<file path="config.mk">
export PLATFORM = sky130hd
export DESIGN_NAME = pipe_hazard_ctrl
export DESIGN_NICKNAME = d
export VERILOG_FILES = /design/src/rtl/pipe_hazard_ctrl.sv
export SDC_FILE = /design/constraint.sdc
export NUM_CORES = 1
export LEC_CHECK = 0
export ABC_AREA = 1
export CAP_MARGIN = 40
export CORE_ASPECT_RATIO = 1.1
export CORE_MARGIN = 1
export CORE_UTILIZATION = 38
export DETAILED_ROUTE_END_ITERATION = 10
export PLACE_DENSITY = 0.85
export SLEW_MARGIN = 25
export SYNTH_ARGS = -nofsm -noshare
export SYNTH_HDL_FRONTEND = slang
export SYNTH_SLANG_ARGS = --single-unit
export TNS_END_PERCENT = 20
</file>
<file path="constraint.sdc">
create_clock -name clk -period 2.6 [get_ports clk]
set_clock_uncertainty 0.2 [all_clocks]
set_input_delay 0.52 -clock clk [delete_from_list [all_inputs] [get_ports clk]]
set_output_delay 0.52 -clock clk [all_outputs]
set_load 0.02 [all_outputs]
</file>
<file path="src/rtl/pipe_hazard_ctrl.sv">
// Hazard/stall controller for the 5-stage core: boot flush, memory freezes, load-use and redirect.
// Optional macro PIPE_HAZARD_PERF_EN adds saturating stall_cnt/flush_cnt outputs.
module pipe_hazard_ctrl #(
  parameter int unsigned MEM_LAT  = 2,
  parameter int unsigned BOOT_CYC = 2,
  parameter int unsigned CNT_W    = 32
) (
  input  logic             clk,
  input  logic             reset,
  input  logic [4:0]       id_rs1,
  input  logic [4:0]       id_rs2,
  input  logic             id_uses_rs1,
  input  logic             id_uses_rs2,
  input  logic [4:0]       ex_rs1,
  input  logic [4:0]       ex_rs2,
  input  logic [4:0]       ex_rd,
  input  logic             ex_regwrite,
  input  logic             ex_is_load,
  input  logic             ex_redirect,
  input  logic [4:0]       mem_rd,
  input  logic             mem_regwrite,
  input  logic             mem_access,
  input  logic [4:0]       wb_rd,
  input  logic             wb_regwrite,
  output logic             en_pc,
  output logic             en_if_id,
  output logic             en_id_ex,
  output logic             en_ex_mem,
  output logic             en_mem_wb,
  output logic             flush_if_id,
  output logic             flush_id_ex,
  output logic             flush_ex_mem,
  output logic             flush_mem_wb,
  output logic [1:0]       fwd_a,
  output logic [1:0]       fwd_b,
`ifdef PIPE_HAZARD_PERF_EN
  output logic [CNT_W-1:0] stall_cnt,
  output logic [CNT_W-1:0] flush_cnt,
`endif
  output logic             busy
);

  localparam logic       LAT_EN   = (MEM_LAT != 0);
  localparam logic [3:0] LAT_M1   = (MEM_LAT == 0) ? 4'd0 : 4'(MEM_LAT - 1);
  localparam logic [3:0] BOOT_M1  = 4'(BOOT_CYC - 1);

  if (BOOT_CYC < 1 || BOOT_CYC > 15 || MEM_LAT > 15 || CNT_W < 1) begin : g_param_check
    $error("pipe_hazard_ctrl: parameter out of range");
  end

  typedef enum logic [1:0] {BOOT, RUN, WAIT} state_t;

  state_t     state, state_nxt;
  logic [3:0] cnt, cnt_nxt;
  logic       freeze, load_use, stall_inc, flush_inc;

  always_ff @(posedge clk or posedge reset) begin
    if (reset) begin
      state <= BOOT;
      cnt   <= BOOT_M1;
    end else begin
      state <= state_nxt;
      cnt   <= cnt_nxt;
    end
  end

  // A freeze only starts from RUN; WAIT keeps it alive until cnt drains.
  always_comb begin
    freeze   = ((state == RUN) && mem_access && LAT_EN) || ((state == WAIT) && (cnt != 4'd0));
    load_use = ex_is_load && ex_regwrite && (ex_rd != 5'd0) &&
               ((id_uses_rs1 && (id_rs1 == ex_rd)) || (id_uses_rs2 && (id_rs2 == ex_rd)));
  end

  always_comb begin
    state_nxt    = state;
    cnt_nxt      = cnt;
    en_pc        = 1'b1;
    en_if_id     = 1'b1;
    en_id_ex     = 1'b1;
    en_ex_mem    = 1'b1;
    en_mem_wb    = 1'b1;
    flush_if_id  = 1'b0;
    flush_id_ex  = 1'b0;
    flush_ex_mem = 1'b0;
    flush_mem_wb = 1'b0;
    busy         = 1'b0;
    stall_inc    = 1'b0;
    flush_inc    = 1'b0;
    case (state)
      BOOT: begin
        {en_pc, en_if_id, en_id_ex, en_ex_mem, en_mem_wb} = 5'b00000;
        {flush_if_id, flush_id_ex, flush_ex_mem, flush_mem_wb} = 4'b1111;
        busy = 1'b1;
        if (cnt != 4'd0) cnt_nxt = cnt - 4'd1;
        else             state_nxt = RUN;
      end
      default: begin
        if (freeze) begin
          {en_pc, en_if_id, en_id_ex, en_ex_mem, en_mem_wb} = 5'b00000;
          busy      = 1'b1;
          stall_inc = 1'b1;
          if (state == RUN) begin
            state_nxt = WAIT;
            cnt_nxt   = LAT_M1;
          end else begin
            cnt_nxt = cnt - 4'd1;
          end
        end else begin
          state_nxt = RUN;
          if (ex_redirect) begin
            // Redirect flushes ID anyway, so a coincident load-use needs no bubble.
            flush_if_id = 1'b1;
            flush_id_ex = 1'b1;
            flush_inc   = 1'b1;
          end else if (load_use) begin
            en_pc       = 1'b0;
            en_if_id    = 1'b0;
            flush_id_ex = 1'b1;
            stall_inc   = 1'b1;
          end
        end
      end
    endcase
  end

  // EX/MEM result is younger than MEM/WB, so it wins.
  always_comb begin
    fwd_a = 2'b00;
    fwd_b = 2'b00;
    if (mem_regwrite && (mem_rd != 5'd0) && (mem_rd == ex_rs1))      fwd_a = 2'b01;
    else if (wb_regwrite && (wb_rd != 5'd0) && (wb_rd == ex_rs1))    fwd_a = 2'b10;
    if (mem_regwrite && (mem_rd != 5'd0) && (mem_rd == ex_rs2))      fwd_b = 2'b01;
    else if (wb_regwrite && (wb_rd != 5'd0) && (wb_rd == ex_rs2))    fwd_b = 2'b10;
  end

`ifdef PIPE_HAZARD_PERF_EN
  always_ff @(posedge clk or posedge reset) begin
    if (reset) begin
      stall_cnt <= '0;
      flush_cnt <= '0;
    end else begin
      if (stall_inc && (stall_cnt != '1)) stall_cnt <= stall_cnt + CNT_W'(1);
      if (flush_inc && (flush_cnt != '1)) flush_cnt <= flush_cnt + CNT_W'(1);
    end
  end
`else
  logic perf_unused;
  assign perf_unused = stall_inc ^ flush_inc;
`endif

endmodule

</file>
# After elaboration in Yosys (flattened, before gate mapping)
# Cells that the tools add are included.
dict set report word_totals {
  reg_bits 6
  input_bits 45
  out_inout_bits 14
  word_cells 65
}
dict set report classes {
  add_sub_neg 1
  n_mux 28
  n_reduce_logical 23
  eq_ne 11
}
# op n
set op_table {}
lappend op_table {{$eq A5 B5 Y1} 6}
lappend op_table {{$mux W1} 16}
lappend op_table {{$mux W2} 8}
lappend op_table {{$mux W4} 4}
lappend op_table {{$reduce_bool A5 Y1} 3}
lappend op_table {{$logic_and A1 B1 Y1} 13}
lappend op_table {{$ne A2 B2 Y1 const B} 2}
lappend op_table {{$reduce_and A2 Y1} 2}
lappend op_table {{$reduce_bool A4 Y1} 1}
lappend op_table {{$sub A4 B1 Y4 const B} 1}
lappend op_table {{$ne A3 B1 Y1 const B} 1}
lappend op_table {{$eq A2 B1 Y1 const B} 1}
lappend op_table {{$eq A2 B2 Y1 const B} 1}
lappend op_table {{$logic_not A2 Y1} 1}
lappend op_table {{$logic_or A1 B1 Y1} 2}
lappend op_table {{$reduce_bool A2 Y1} 1}

# Logic depth before layout (Yosys ltp)
# Gate-level depths: netlist of run 1.
dict set report depth {
  word_depth 8
  mapped_depth 10
  mapped_depth_nobuf 9
}

# Least setup slack after synthesis of run 1
# No wires, ideal clock.
dict set report synth_path {
  kind {register -> output}
  from {register cnt[0]}
  to {output en_pc}
  t_arrival_ns 1.479
  required_time_ns 1.880
  path_stages_with_launch 10
  path_slack_ns 0.401
  path_buffers 1
  cell_sequence {dfstp_2 -> inv_1 -> ha_1 -> nand3_1 -> nand3_1 -> nand2_2 -> nor2_4 -> nand2_1 -> inv_1 -> buf_4}
}
dict set report synth_via {
  elab_chain_cells 5
}
# item line
set synth_lines {}
lappend synth_lines {{from (decl)} 54} ;# logic [3:0] cnt, cnt_nxt;
lappend synth_lines {{from (signal assigned)} 63} ;# cnt <= cnt_nxt;
lappend synth_lines {{$reduce_bool A4 Y1} 69} ;# freeze = ((state == RUN) && mem_access && LAT_EN) || ((state == WAIT) && (cnt != 4'd0));
lappend synth_lines {{$logic_and A1 B1 Y1} 69}
lappend synth_lines {{$logic_or A1 B1 Y1} 69}
lappend synth_lines {{$mux W1 (2 in a row)} n/a}
lappend synth_lines {{to (decl)} 25} ;# output logic en_pc,
# No other way between the ends.

# Final worst setup path of run 1
dict set report layout_path {
  from {input id_rs2[4]}
  to {output en_pc}
}
dict set report layout_via {
  elab_chain_cells 8
}
# item line
set layout_lines {}
lappend layout_lines {{from (decl)} 11} ;# input logic [4:0] id_rs2,
lappend layout_lines {{$eq A5 B5 Y1} 71} ;# ((id_uses_rs1 && (id_rs1 == ex_rd)) || (id_uses_rs2 && (id_rs2 == ex_rd)));
lappend layout_lines {{$logic_and A1 B1 Y1} 71}
lappend layout_lines {{$logic_or A1 B1 Y1} 71}
lappend layout_lines {{$logic_and A1 B1 Y1} 70} ;# load_use = ex_is_load && ex_regwrite && (ex_rd != 5'd0) &&
lappend layout_lines {{$mux W1} 115} ;# end else if (load_use) begin
lappend layout_lines {{$mux W1} 110} ;# if (ex_redirect) begin
lappend layout_lines {{$mux W1} 98} ;# if (freeze) begin
lappend layout_lines {{$mux W1} 89} ;# case (state)
# No other way between the ends.

==> impl_results.html, run 1 <==
<table>
<tr><th>Metric</th><th>Value</th></tr>
<tr><th colspan="2">Power</th></tr>
<tr><td>Internal</td><td>0.000517 W</td></tr>
<tr><td>Switch Pwr</td><td>0.000504 W</td></tr>
<tr><td>Share of power burned in combinational logic</td><td>73.6%</td></tr>
<tr><td>Total power</td><td>0.00102 W</td></tr>
<tr><td>Part of the total power dissipated in sequential elements</td><td>17.1%</td></tr>
<tr><td>Leakage power of the design</td><td>0.858 nW</td></tr>
<tr><td>Worst IR drop on VDD</td><td>0.753 mV</td></tr>
<tr><td>Clock Power Share</td><td>9.3%</td></tr>
<tr><td>Switching share of power</td><td>49.4%</td></tr>
<tr><td>PD cells</td><td>668 nW/um^2</td></tr>
<tr><th colspan="2">Synth</th></tr>
<tr><td>Main combinational cell family by area after synthesis</td><td>simple AND/OR/NAND/NOR gates</td></tr>
<tr><td>Count leader, synth</td><td>sky130_fd_sc_hd__nand2_1</td></tr>
<tr><td>Share of the synthesized netlist area taken by xor and xnor gates</td><td>20.0%</td></tr>
<tr><td>Fraction of registers with async set/reset</td><td>100%</td></tr>
<tr><td>Commonest cells in the synthesized netlist</td><td>sky130_fd_sc_hd__nand2_1, sky130_fd_sc_hd__inv_1, sky130_fd_sc_hd__nor2_1</td></tr>
<tr><td>Library cells used by synthesis</td><td>23</td></tr>
<tr><td>Share of the synthesized area in the top cell type</td><td>17.1%</td></tr>
<tr><td>Most area-hungry cell type in the Yosys netlist</td><td>sky130_fd_sc_hd__nand2_1</td></tr>
<tr><td>Net count after synthesis</td><td>192</td></tr>
<tr><td>Sequential share of the synthesized area</td><td>17.3%</td></tr>
<tr><td>Share of synthesized cell area in full adder, half adder and majority cells</td><td>1.43%</td></tr>
<tr><td>Synthesized instance count</td><td>146</td></tr>
<tr><td>Total standard cell area after synthesis</td><td>877 sq um</td></tr>
<tr><td>Most instantiated flip-flop cell in the synthesis netlist</td><td>sky130_fd_sc_hd__dfrtp_1</td></tr>
<tr><td>Synth area leaders</td><td>sky130_fd_sc_hd__nand2_1, sky130_fd_sc_hd__dfrtp_1, sky130_fd_sc_hd__xnor2_1</td></tr>
<tr><td>Compound-Gate Fraction of Synth Area</td><td>4.99%</td></tr>
<tr><td>Simple-gate area share of the yosys netlist</td><td>40.9%</td></tr>
<tr><td>Number of enable-type register cells in the synthesized netlist</td><td>0</td></tr>
<tr><td>Fraction of synthesized area in multiplexers</td><td>0%</td></tr>
<tr><td>Flop and latch count out of synthesis</td><td>6</td></tr>
<tr><td>Count of warnings emitted by yosys</td><td>0</td></tr>
<tr><td>Syn Area/Cell</td><td>6.01 sq um</td></tr>
<tr><th colspan="2">Route</th></tr>
<tr><td>Via Count</td><td>1126</td></tr>
<tr><td>Antenna Nets Post-Route</td><td>0</td></tr>
<tr><td>Number of search-and-repair iterations in the first detailed-routing pass</td><td>4</td></tr>
<tr><td>Avg WL per Cell</td><td>11.5 um</td></tr>
<tr><td>Avg Vias per Cell</td><td>4.75</td></tr>
<tr><td>Total wire length</td><td>2730 um</td></tr>
<tr><td>Detailed Route Iter0 Violations</td><td>15</td></tr>
<tr><td>DRC errors left</td><td>0</td></tr>
<tr><th colspan="2">Place</th></tr>
<tr><td>Port Buffers</td><td>58</td></tr>
<tr><td>Weighted congestion at the end of routability-driven global placement</td><td>0.810</td></tr>
<tr><td>Number of placed cells counting well taps</td><td>233</td></tr>
<tr><td>Placed wire-length estimate after detailed placement</td><td>2350 um</td></tr>
<tr><td>Worst setup slack before clock tree synthesis</td><td>-0.348 ns</td></tr>
<tr><th colspan="2">Clocking</th></tr>
<tr><td>Clock latency of the later-clocked register in the worst-skew pair</td><td>0.25 ns</td></tr>
<tr><td>Inserted Clock Buffers</td><td>3</td></tr>
<tr><td>CTS root buffer</td><td>sky130_fd_sc_hd__clkbuf_4</td></tr>
<tr><td>Clock transition time at the flip-flop clock pins of the worst setup and hold paths</td><td>0.06 ns</td></tr>
<tr><td>H-tree levels</td><td>1</td></tr>
<tr><td>Setup Fix Bufs, Post-CTS</td><td>0</td></tr>
<tr><td>CTS tree</td><td>done</td></tr>
<tr><td>Maximum count of clock buffers along a single path</td><td>2</td></tr>
<tr><td>CTS sink cnt</td><td>6</td></tr>
<tr><th colspan="2">Status</th></tr>
<tr><td>Status</td><td>completed</td></tr>
<tr><th colspan="2">Layout</th></tr>
<tr><td>Ratio of cells with drive above 1 in the final layout</td><td>15.8%</td></tr>
<tr><td>Fraction of the core area covered by cells at the end of the flow</td><td>73.3%</td></tr>
<tr><td>Fill cell instance count of the final layout</td><td>180</td></tr>
<tr><td>Area Overhead vs Synth</td><td>74.3%</td></tr>
<tr><td>Ant. Diodes</td><td>0</td></tr>
<tr><td>Layout Nets</td><td>256</td></tr>
<tr><td>Number of standard cells in the layout, taps in and fillers out</td><td>237</td></tr>
<tr><th colspan="2">Global route</th></tr>
<tr><td>Total congestion overflow</td><td>0</td></tr>
<tr><td>Overall Global Routing Usage</td><td>22.1%</td></tr>
<tr><td>Pin count of the biggest net entering global routing</td><td>7</td></tr>
<tr><td>Wire length of the first global-routing pass</td><td>3980 um</td></tr>
<tr><td>Via count of the first global-routing pass</td><td>1058</td></tr>
<tr><td>Initial antenna violation count</td><td>0</td></tr>
<tr><th colspan="2">Timing</th></tr>
<tr><td>Count of pins over their slew limit</td><td>0</td></tr>
<tr><td>Unrepaired setup endpoints after global routing</td><td>yes</td></tr>
<tr><td>Endpoints failing setup</td><td>0</td></tr>
<tr><td>Peak Freq</td><td>395 MHz</td></tr>
<tr><td>Final worst path period need</td><td>2.53 ns</td></tr>
<tr><td>Final worst path period share</td><td>97.3%</td></tr>
<tr><td>Headroom to the max-slew limit</td><td>82.4%</td></tr>
<tr><td>Pin slew with the least headroom to its limit</td><td>0.263 ns</td></tr>
<tr><td>Total Neg Setup Slack</td><td>0 ns</td></tr>
<tr><td>Final Hold Fails</td><td>0</td></tr>
<tr><td>Post-route worst setup slack</td><td>0.0702 ns</td></tr>
<tr><th colspan="2">Worst setup path</th></tr>
<tr><td>Critical path endpoint category</td><td>output port</td></tr>
<tr><td>Type of the worst setup path</td><td>in -&gt; out</td></tr>
<tr><td>CP Cell Sequence</td><td>clkdlybuf4s50_1 &gt; inv_1 &gt; nand2_1 &gt; nand2_1 &gt; nor2_1 &gt; nand3_1 &gt; nand2_2 &gt; nand3_1 &gt; nand2_1 &gt; inv_1 &gt; buf_2</td></tr>
<tr><td>Delay-heaviest family, CP</td><td>buffers and inverters</td></tr>
<tr><td>Largest stage delay on the critical path</td><td>0.48 ns</td></tr>
<tr><td>Required @ worst endpoint</td><td>1.88 ns</td></tr>
<tr><td>Maximum fanout along the worst path</td><td>2</td></tr>
<tr><td>Number of buffer and inverter stages on the critical path</td><td>4</td></tr>
<tr><td>Slowest cell on the critical path</td><td>sky130_fd_sc_hd__clkdlybuf4s50_1</td></tr>
<tr><td>Kind of start point of the critical path</td><td>input port</td></tr>
<tr><td>Most Frequent Cell on Critical Path</td><td>sky130_fd_sc_hd__nand2_1</td></tr>
<tr><td>Setup slack of the most critical reg-to-reg path</td><td>0.85 ns</td></tr>
<tr><td>CP Data Arrival Time</td><td>1.81 ns</td></tr>
<tr><th colspan="2">Die</th></tr>
<tr><td>Horiz. Die Dim</td><td>47.8 um</td></tr>
<tr><td>Standard-cell rows</td><td>17</td></tr>
<tr><td>Core region area</td><td>2080 sq um</td></tr>
<tr><td>Die height</td><td>52.4 um</td></tr>
<tr><td>Boundary Pins</td><td>59</td></tr>
<tr><td>Starting density of the core</td><td>42.1%</td></tr>
<tr><td>Area of the die</td><td>2500 sq um</td></tr>
<tr><th colspan="2">Min path</th></tr>
<tr><td>Worst hold path type</td><td>in -&gt; async</td></tr>
<tr><th colspan="2">Run</th></tr>
<tr><td>Maximum capacitance violations</td><td>0</td></tr>
</table>
-- power groups by stage --
stage	registers (W)	logic [W]	clock network, W
6_report	0.000175	0.000752	0.0000948
5_1_grt	0.000182	0.000817	0.000101
4_1_cts	0.000175	0.000759	0.0000961
3_5_place_dp	0.000177	0.000820	0
3_3_place_gp	0.000172	0.000803	0
2_1_floorplan	0.000170	0.000503	0
-- routing by layer --
layer  vias up  global-route usage, %  wire length, um
li1        573                      -                -
met1       488                   19.6              949
met2        59                   44.6             1380
met3         6                   7.59              353
met4         0                   4.63               48
met5         -                      0                0
-- path summary, 6_finish.rpt --
| path | end | cells past startpoint | start |
|---|---|---|---|
| worst max-delay path | en_pc | 11 | id_rs2[4] |
| worst min-delay path | cnt[3] | 2 | reset |
| worst max register to register | cnt[2] | 8 | cnt[0] |
| worst min register to register | cnt[2] | 2 | cnt[2] |
| max in group asynchronous | cnt[0] | 2 | reset |
| min in group clk | cnt[2] | 2 | cnt[2] |
-- through the flow --
| step | hold slack (ns) | cell area, sq um |
|---|---|---|
| 3_3_place_gp | 0.333 | 1500 |
| 6_report | 0.280 | 1530 |
| 3_5_place_dp | 0.345 | 1500 |
| 5_1_grt | 0.314 | 1530 |
| 2_1_floorplan | 0.110 | 877 |
| 4_1_cts | 0.281 | 1510 |
-- logic make-up after synthesis --
group | count (synthesis)
adders and majority gates | 1
DFF | 6
xor gates and xnor gates | 20
AOI/OAI and AO/OA | 7
and+or+nand+nor | 80
buffers and inverters | 32
-- final cells by class --
class | count | area, sq um | share of cell area [%]
inverters | 28 | 105 | 6.87
well taps | 28 | 35.0 | 2.29
flip-flops and latches | 6 | 151 | 9.90
repair buffers | 63 | 608 | 39.8
clock buffers | 4 | 26.3 | 1.72
multi-input cells | 108 | 603 | 39.4
-- state kept, by name, summed over array words and instances (netlist names) --
signal / flops
cnt: 4
state: 2
-- cells in the final DEF, fill, tap and decap left out, types with 4 or more instances in the layout --
cell	instances
sky130_fd_sc_hd__xnor2_1	12
sky130_fd_sc_hd__buf_4	5
sky130_fd_sc_hd__dlymetal6s2s_1	11
sky130_fd_sc_hd__nor2_1	16
sky130_fd_sc_hd__dlygate4sd2_1	6
sky130_fd_sc_hd__buf_2	6
sky130_fd_sc_hd__inv_2	6
sky130_fd_sc_hd__clkdlybuf4s50_1	35
sky130_fd_sc_hd__nand4_1	4
sky130_fd_sc_hd__xor2_1	7
sky130_fd_sc_hd__nand3_1	7
sky130_fd_sc_hd__inv_1	22
sky130_fd_sc_hd__dfrtp_1	5
sky130_fd_sc_hd__nand2_2	4
sky130_fd_sc_hd__nand2_1	39
-- timing repair --
action	4_1_cts	5_1_grt
hold buffers	0	0
pin swaps	0	8
resized for setup	19	27
setup endpoints to repair	12	7
(Power assumes the default switching activity.)
==> inputs of run 2 (changes only) <==
--- a/config.mk
+++ b/config.mk
@@ -8,7 +8,7 @@
 export ABC_AREA = 1
 export CAP_MARGIN = 40
 export CORE_ASPECT_RATIO = 1.1
-export CORE_MARGIN = 1
+export CORE_MARGIN = 2
 export CORE_UTILIZATION = 38
 export DETAILED_ROUTE_END_ITERATION = 10
 export PLACE_DENSITY = 0.85
==> run 2 against run 1 <==
Die area grew 8.2%. Setup slack better by 0.030 ns. Clock-buffer cell count unchanged. Core utilization shrank 3.8 points.
==> impl_results.html, run 2 (synthesis gave the netlist of run 1 again) <==
<table>
<tr><th>Metric</th><th>Value</th></tr>
<tr><th colspan="2">Status</th></tr>
<tr><td>Status</td><td>completed (unchanged)</td></tr>
<tr><th colspan="2">Layout</th></tr>
<tr><td>Max reg flops</td><td>4 (unchanged)</td></tr>
<tr><td>Leading cell type in the layout, fill and taps excluded</td><td>sky130_fd_sc_hd__nand2_1 (unchanged)</td></tr>
<tr><td>Ant. Diodes</td><td>0 (unchanged)</td></tr>
<tr><td>Fill cell instance count of the final layout</td><td>204 (was 180)</td></tr>
<tr><td>Most used cells in the layout excluding fill and tap cells</td><td>sky130_fd_sc_hd__nand2_1, sky130_fd_sc_hd__clkdlybuf4s50_1, sky130_fd_sc_hd__inv_1 (unchanged)</td></tr>
<tr><td>Layout Nets</td><td>259 (was 256)</td></tr>
<tr><td>Number of standard cells in the layout, taps in and fillers out</td><td>242 (was 237)</td></tr>
<tr><td>Registers with the most flip-flops</td><td>cnt: 4 flops, state: 2 flops (unchanged)</td></tr>
<tr><td>Ratio of cells with drive above 1 in the final layout</td><td>16.0% (was 15.8%)</td></tr>
<tr><td>Area of combinational cells with multiple inputs</td><td>593 sq um (was 603 sq um)</td></tr>
<tr><td>Sequential cell area</td><td>151 sq um (unchanged)</td></tr>
<tr><td>Largest Register</td><td>cnt (unchanged)</td></tr>
<tr><td>Area Overhead vs Synth</td><td>74.9% (was 74.3%)</td></tr>
<tr><td>Post-route cell area</td><td>1530 sq um (about the same)</td></tr>
<tr><th colspan="2">Place</th></tr>
<tr><td>Placed cell areas</td><td>1530 sq um (was 1500 sq um)</td></tr>
<tr><td>Number of placed cells counting well taps</td><td>238 (was 233)</td></tr>
<tr><td>Port Buffers</td><td>58 (unchanged)</td></tr>
<tr><td>Placed wire-length estimate after detailed placement</td><td>2310 um (was 2350 um)</td></tr>
<tr><td>Worst setup slack before clock tree synthesis</td><td>-0.361 ns (was -0.348 ns)</td></tr>
<tr><td>Weighted congestion at the end of routability-driven global placement</td><td>0.752 (was 0.810)</td></tr>
<tr><th colspan="2">Die</th></tr>
<tr><td>Horiz. Die Dim</td><td>49.8 um (was 47.8 um)</td></tr>
<tr><td>Core region area</td><td>2210 sq um (was 2080 sq um)</td></tr>
<tr><td>Area of the die</td><td>2710 sq um (was 2500 sq um)</td></tr>
<tr><td>Boundary Pins</td><td>59 (unchanged)</td></tr>
<tr><td>Die height</td><td>54.4 um (was 52.4 um)</td></tr>
<tr><td>Standard-cell rows</td><td>18 (was 17)</td></tr>
<tr><td>Starting density of the core</td><td>39.7% (was 42.1%)</td></tr>
<tr><th colspan="2">Min path</th></tr>
<tr><td>Worst hold path type</td><td>in -&gt; async (unchanged)</td></tr>
<tr><th colspan="2">Timing</th></tr>
<tr><td>Endpoints failing setup</td><td>0 (unchanged)</td></tr>
<tr><td>Pin slew with the least headroom to its limit</td><td>0.252 ns (was 0.263 ns)</td></tr>
<tr><td>Count of pins over their slew limit</td><td>0 (unchanged)</td></tr>
<tr><td>Peak Freq</td><td>400 MHz (was 395 MHz)</td></tr>
<tr><td>Final Hold Fails</td><td>0 (unchanged)</td></tr>
<tr><td>Final worst path period share</td><td>96.1% (was 97.3%)</td></tr>
<tr><td>Final worst path period need</td><td>2.50 ns (was 2.53 ns)</td></tr>
<tr><td>Post-route worst setup slack</td><td>0.101 ns (was 0.0702 ns)</td></tr>
<tr><td>Headroom to the max-slew limit</td><td>83.0% (was 82.4%)</td></tr>
<tr><th colspan="2">Route</th></tr>
<tr><td>Total wire length</td><td>2630 um (was 2730 um)</td></tr>
<tr><td>Avg Vias per Cell</td><td>4.59 (was 4.75)</td></tr>
<tr><td>Via Count</td><td>1110 (was 1126)</td></tr>
<tr><td>Avg WL per Cell</td><td>10.8 um (was 11.5 um)</td></tr>
<tr><td>Antenna Nets Post-Route</td><td>0 (unchanged)</td></tr>
<tr><td>Detailed Route Iter0 Violations</td><td>11 (was 15)</td></tr>
<tr><td>DRC errors left</td><td>0 (unchanged)</td></tr>
<tr><td>Number of search-and-repair iterations in the first detailed-routing pass</td><td>4 (unchanged)</td></tr>
<tr><th colspan="2">Run</th></tr>
<tr><td>Maximum capacitance violations</td><td>0 (unchanged)</td></tr>
<tr><th colspan="2">Clocking</th></tr>
<tr><td>Number of hold buffers added after cts</td><td>0 (unchanged)</td></tr>
<tr><td>Maximum count of clock buffers along a single path</td><td>2 (unchanged)</td></tr>
<tr><td>CTS sink cnt</td><td>6 (unchanged)</td></tr>
<tr><td>Clock latency of the later-clocked register in the worst-skew pair</td><td>0.25 ns (about the same)</td></tr>
<tr><td>CTS root buffer</td><td>sky130_fd_sc_hd__clkbuf_4 (unchanged)</td></tr>
<tr><td>Clock transition time at the flip-flop clock pins of the worst setup and hold paths</td><td>0.05 ns (was 0.06 ns)</td></tr>
<tr><td>Inserted Clock Buffers</td><td>3 (unchanged)</td></tr>
<tr><td>CTS tree</td><td>done (unchanged)</td></tr>
<tr><td>H-tree levels</td><td>1 (unchanged)</td></tr>
<tr><th colspan="2">Global route</th></tr>
<tr><td>Via count of the first global-routing pass</td><td>1132 (was 1058)</td></tr>
<tr><td>Overall Global Routing Usage</td><td>20.8% (was 22.1%)</td></tr>
<tr><td>Pin count of the biggest net entering global routing</td><td>7 (unchanged)</td></tr>
<tr><td>Total congestion overflow</td><td>0 (unchanged)</td></tr>
<tr><td>Wire length of the first global-routing pass</td><td>4350 um (was 3980 um)</td></tr>
<tr><td>Initial antenna violation count</td><td>0 (unchanged)</td></tr>
<tr><th colspan="2">Power</th></tr>
<tr><td>Switching share of power</td><td>48.6% (was 49.4%)</td></tr>
<tr><td>PD cells</td><td>657 nW/um^2 (was 668 nW/um^2)</td></tr>
<tr><td>Total power</td><td>0.00101 W (was 0.00102 W)</td></tr>
<tr><td>Switch Pwr</td><td>0.000490 W (was 0.000504 W)</td></tr>
<tr><td>Worst IR drop on VDD</td><td>0.839 mV (was 0.753 mV)</td></tr>
<tr><td>Share of power burned in combinational logic</td><td>73.1% (was 73.6%)</td></tr>
<tr><td>Clock Power Share</td><td>9.5% (was 9.3%)</td></tr>
<tr><td>Internal</td><td>0.000517 W (about the same)</td></tr>
<tr><td>Leakage power of the design</td><td>0.840 nW (was 0.858 nW)</td></tr>
<tr><td>Part of the total power dissipated in sequential elements</td><td>17.5% (was 17.1%)</td></tr>
<tr><th colspan="2">Worst setup path</th></tr>
<tr><td>Type of the worst setup path</td><td>reg -&gt; out (was in -&gt; out)</td></tr>
<tr><td>CP Data Arrival Time</td><td>1.78 ns (was 1.81 ns)</td></tr>
<tr><td>Kind of start point of the critical path</td><td>register (was input port)</td></tr>
<tr><td>Required @ worst endpoint</td><td>1.88 ns (about the same)</td></tr>
<tr><td>Maximum fanout along the worst path</td><td>5 (was 2)</td></tr>
<tr><td>Critical path endpoint category</td><td>output port (unchanged)</td></tr>
</table>
[run 2: through the flow]
step / util, % / TNS [ns] / hold WS (ns)
finish: 69.5 / 0 / 0.282
global route: 69.5 / -0.0269 / 0.312
CTS: 69.4 / 0 / 0.283
detailed placement: 69.1 / -2.33 / 0.337
global placement: 69.1 / -1.95 / 0.325
floorplan: - / 0 / 0.110
[run 2: area by class of cell]
type,count,area share (%)
Clock buffer,4,1.71
Inverter,28,6.85
Multi-Input combinational cell,108,38.7
Sequential cell,6,9.87
Tap cell,30,2.45
Timing Repair Buffer,66,40.5
[run 2: repair_timing]
action | in CTS | in global routing
pin swaps | 0 | 2
setup buffers | 0 | 0
setup endpoints to repair | 12 | 7
gates resized for setup | 29 | 15
endpoints found under the hold margin | 0 | 0
[run 2: worst paths after layout]
kind                       startpoint  endpoint  slack, ns  cells past startpoint
min in group clk               cnt[0]    cnt[0]       0.34                      2
min                             reset    cnt[1]       0.28                      2
min reg2reg                    cnt[0]    cnt[0]       0.34                      2
max in group asynchronous       reset    cnt[0]       1.65                      2
max                            cnt[0]      busy       0.10                      8
max reg2reg                    cnt[0]    cnt[3]       0.93                      7
[run 2: worst max-delay path, cell delays in order, from the launching register on]
cell and delay [ns]:
sky130_fd_sc_hd__dfstp_2 0.52, sky130_fd_sc_hd__inv_1 0.06, sky130_fd_sc_hd__ha_1 0.21, sky130_fd_sc_hd__nand3_1 0.10, sky130_fd_sc_hd__nand3_1 0.09, sky130_fd_sc_hd__nand2_2 0.13
sky130_fd_sc_hd__nor2_4 0.06, sky130_fd_sc_hd__inv_1 0.04, sky130_fd_sc_hd__dlygate4sd2_1 0.32
[run 2: power groups by stage]
stage / logic (W) / clock network, W / registers [W]
floorplan: 0.000503 / 0 / 0.000170
global placement: 0.000796 / 0 / 0.000175
detailed placement: 0.000815 / 0 / 0.000177
CTS: 0.000751 / 0.0000991 / 0.000175
global route: 0.000805 / 0.000105 / 0.000181
finish: 0.000736 / 0.0000952 / 0.000176
[run 2: layer usage]
metal	GRT usage, %	vias to the layer above	wire length [um]
met2	45.1	52	1420
met3	4.64	2	226
met4	6.94	0	14
met5	0	-	0
met1	19.1	483	968
li1	-	573	-
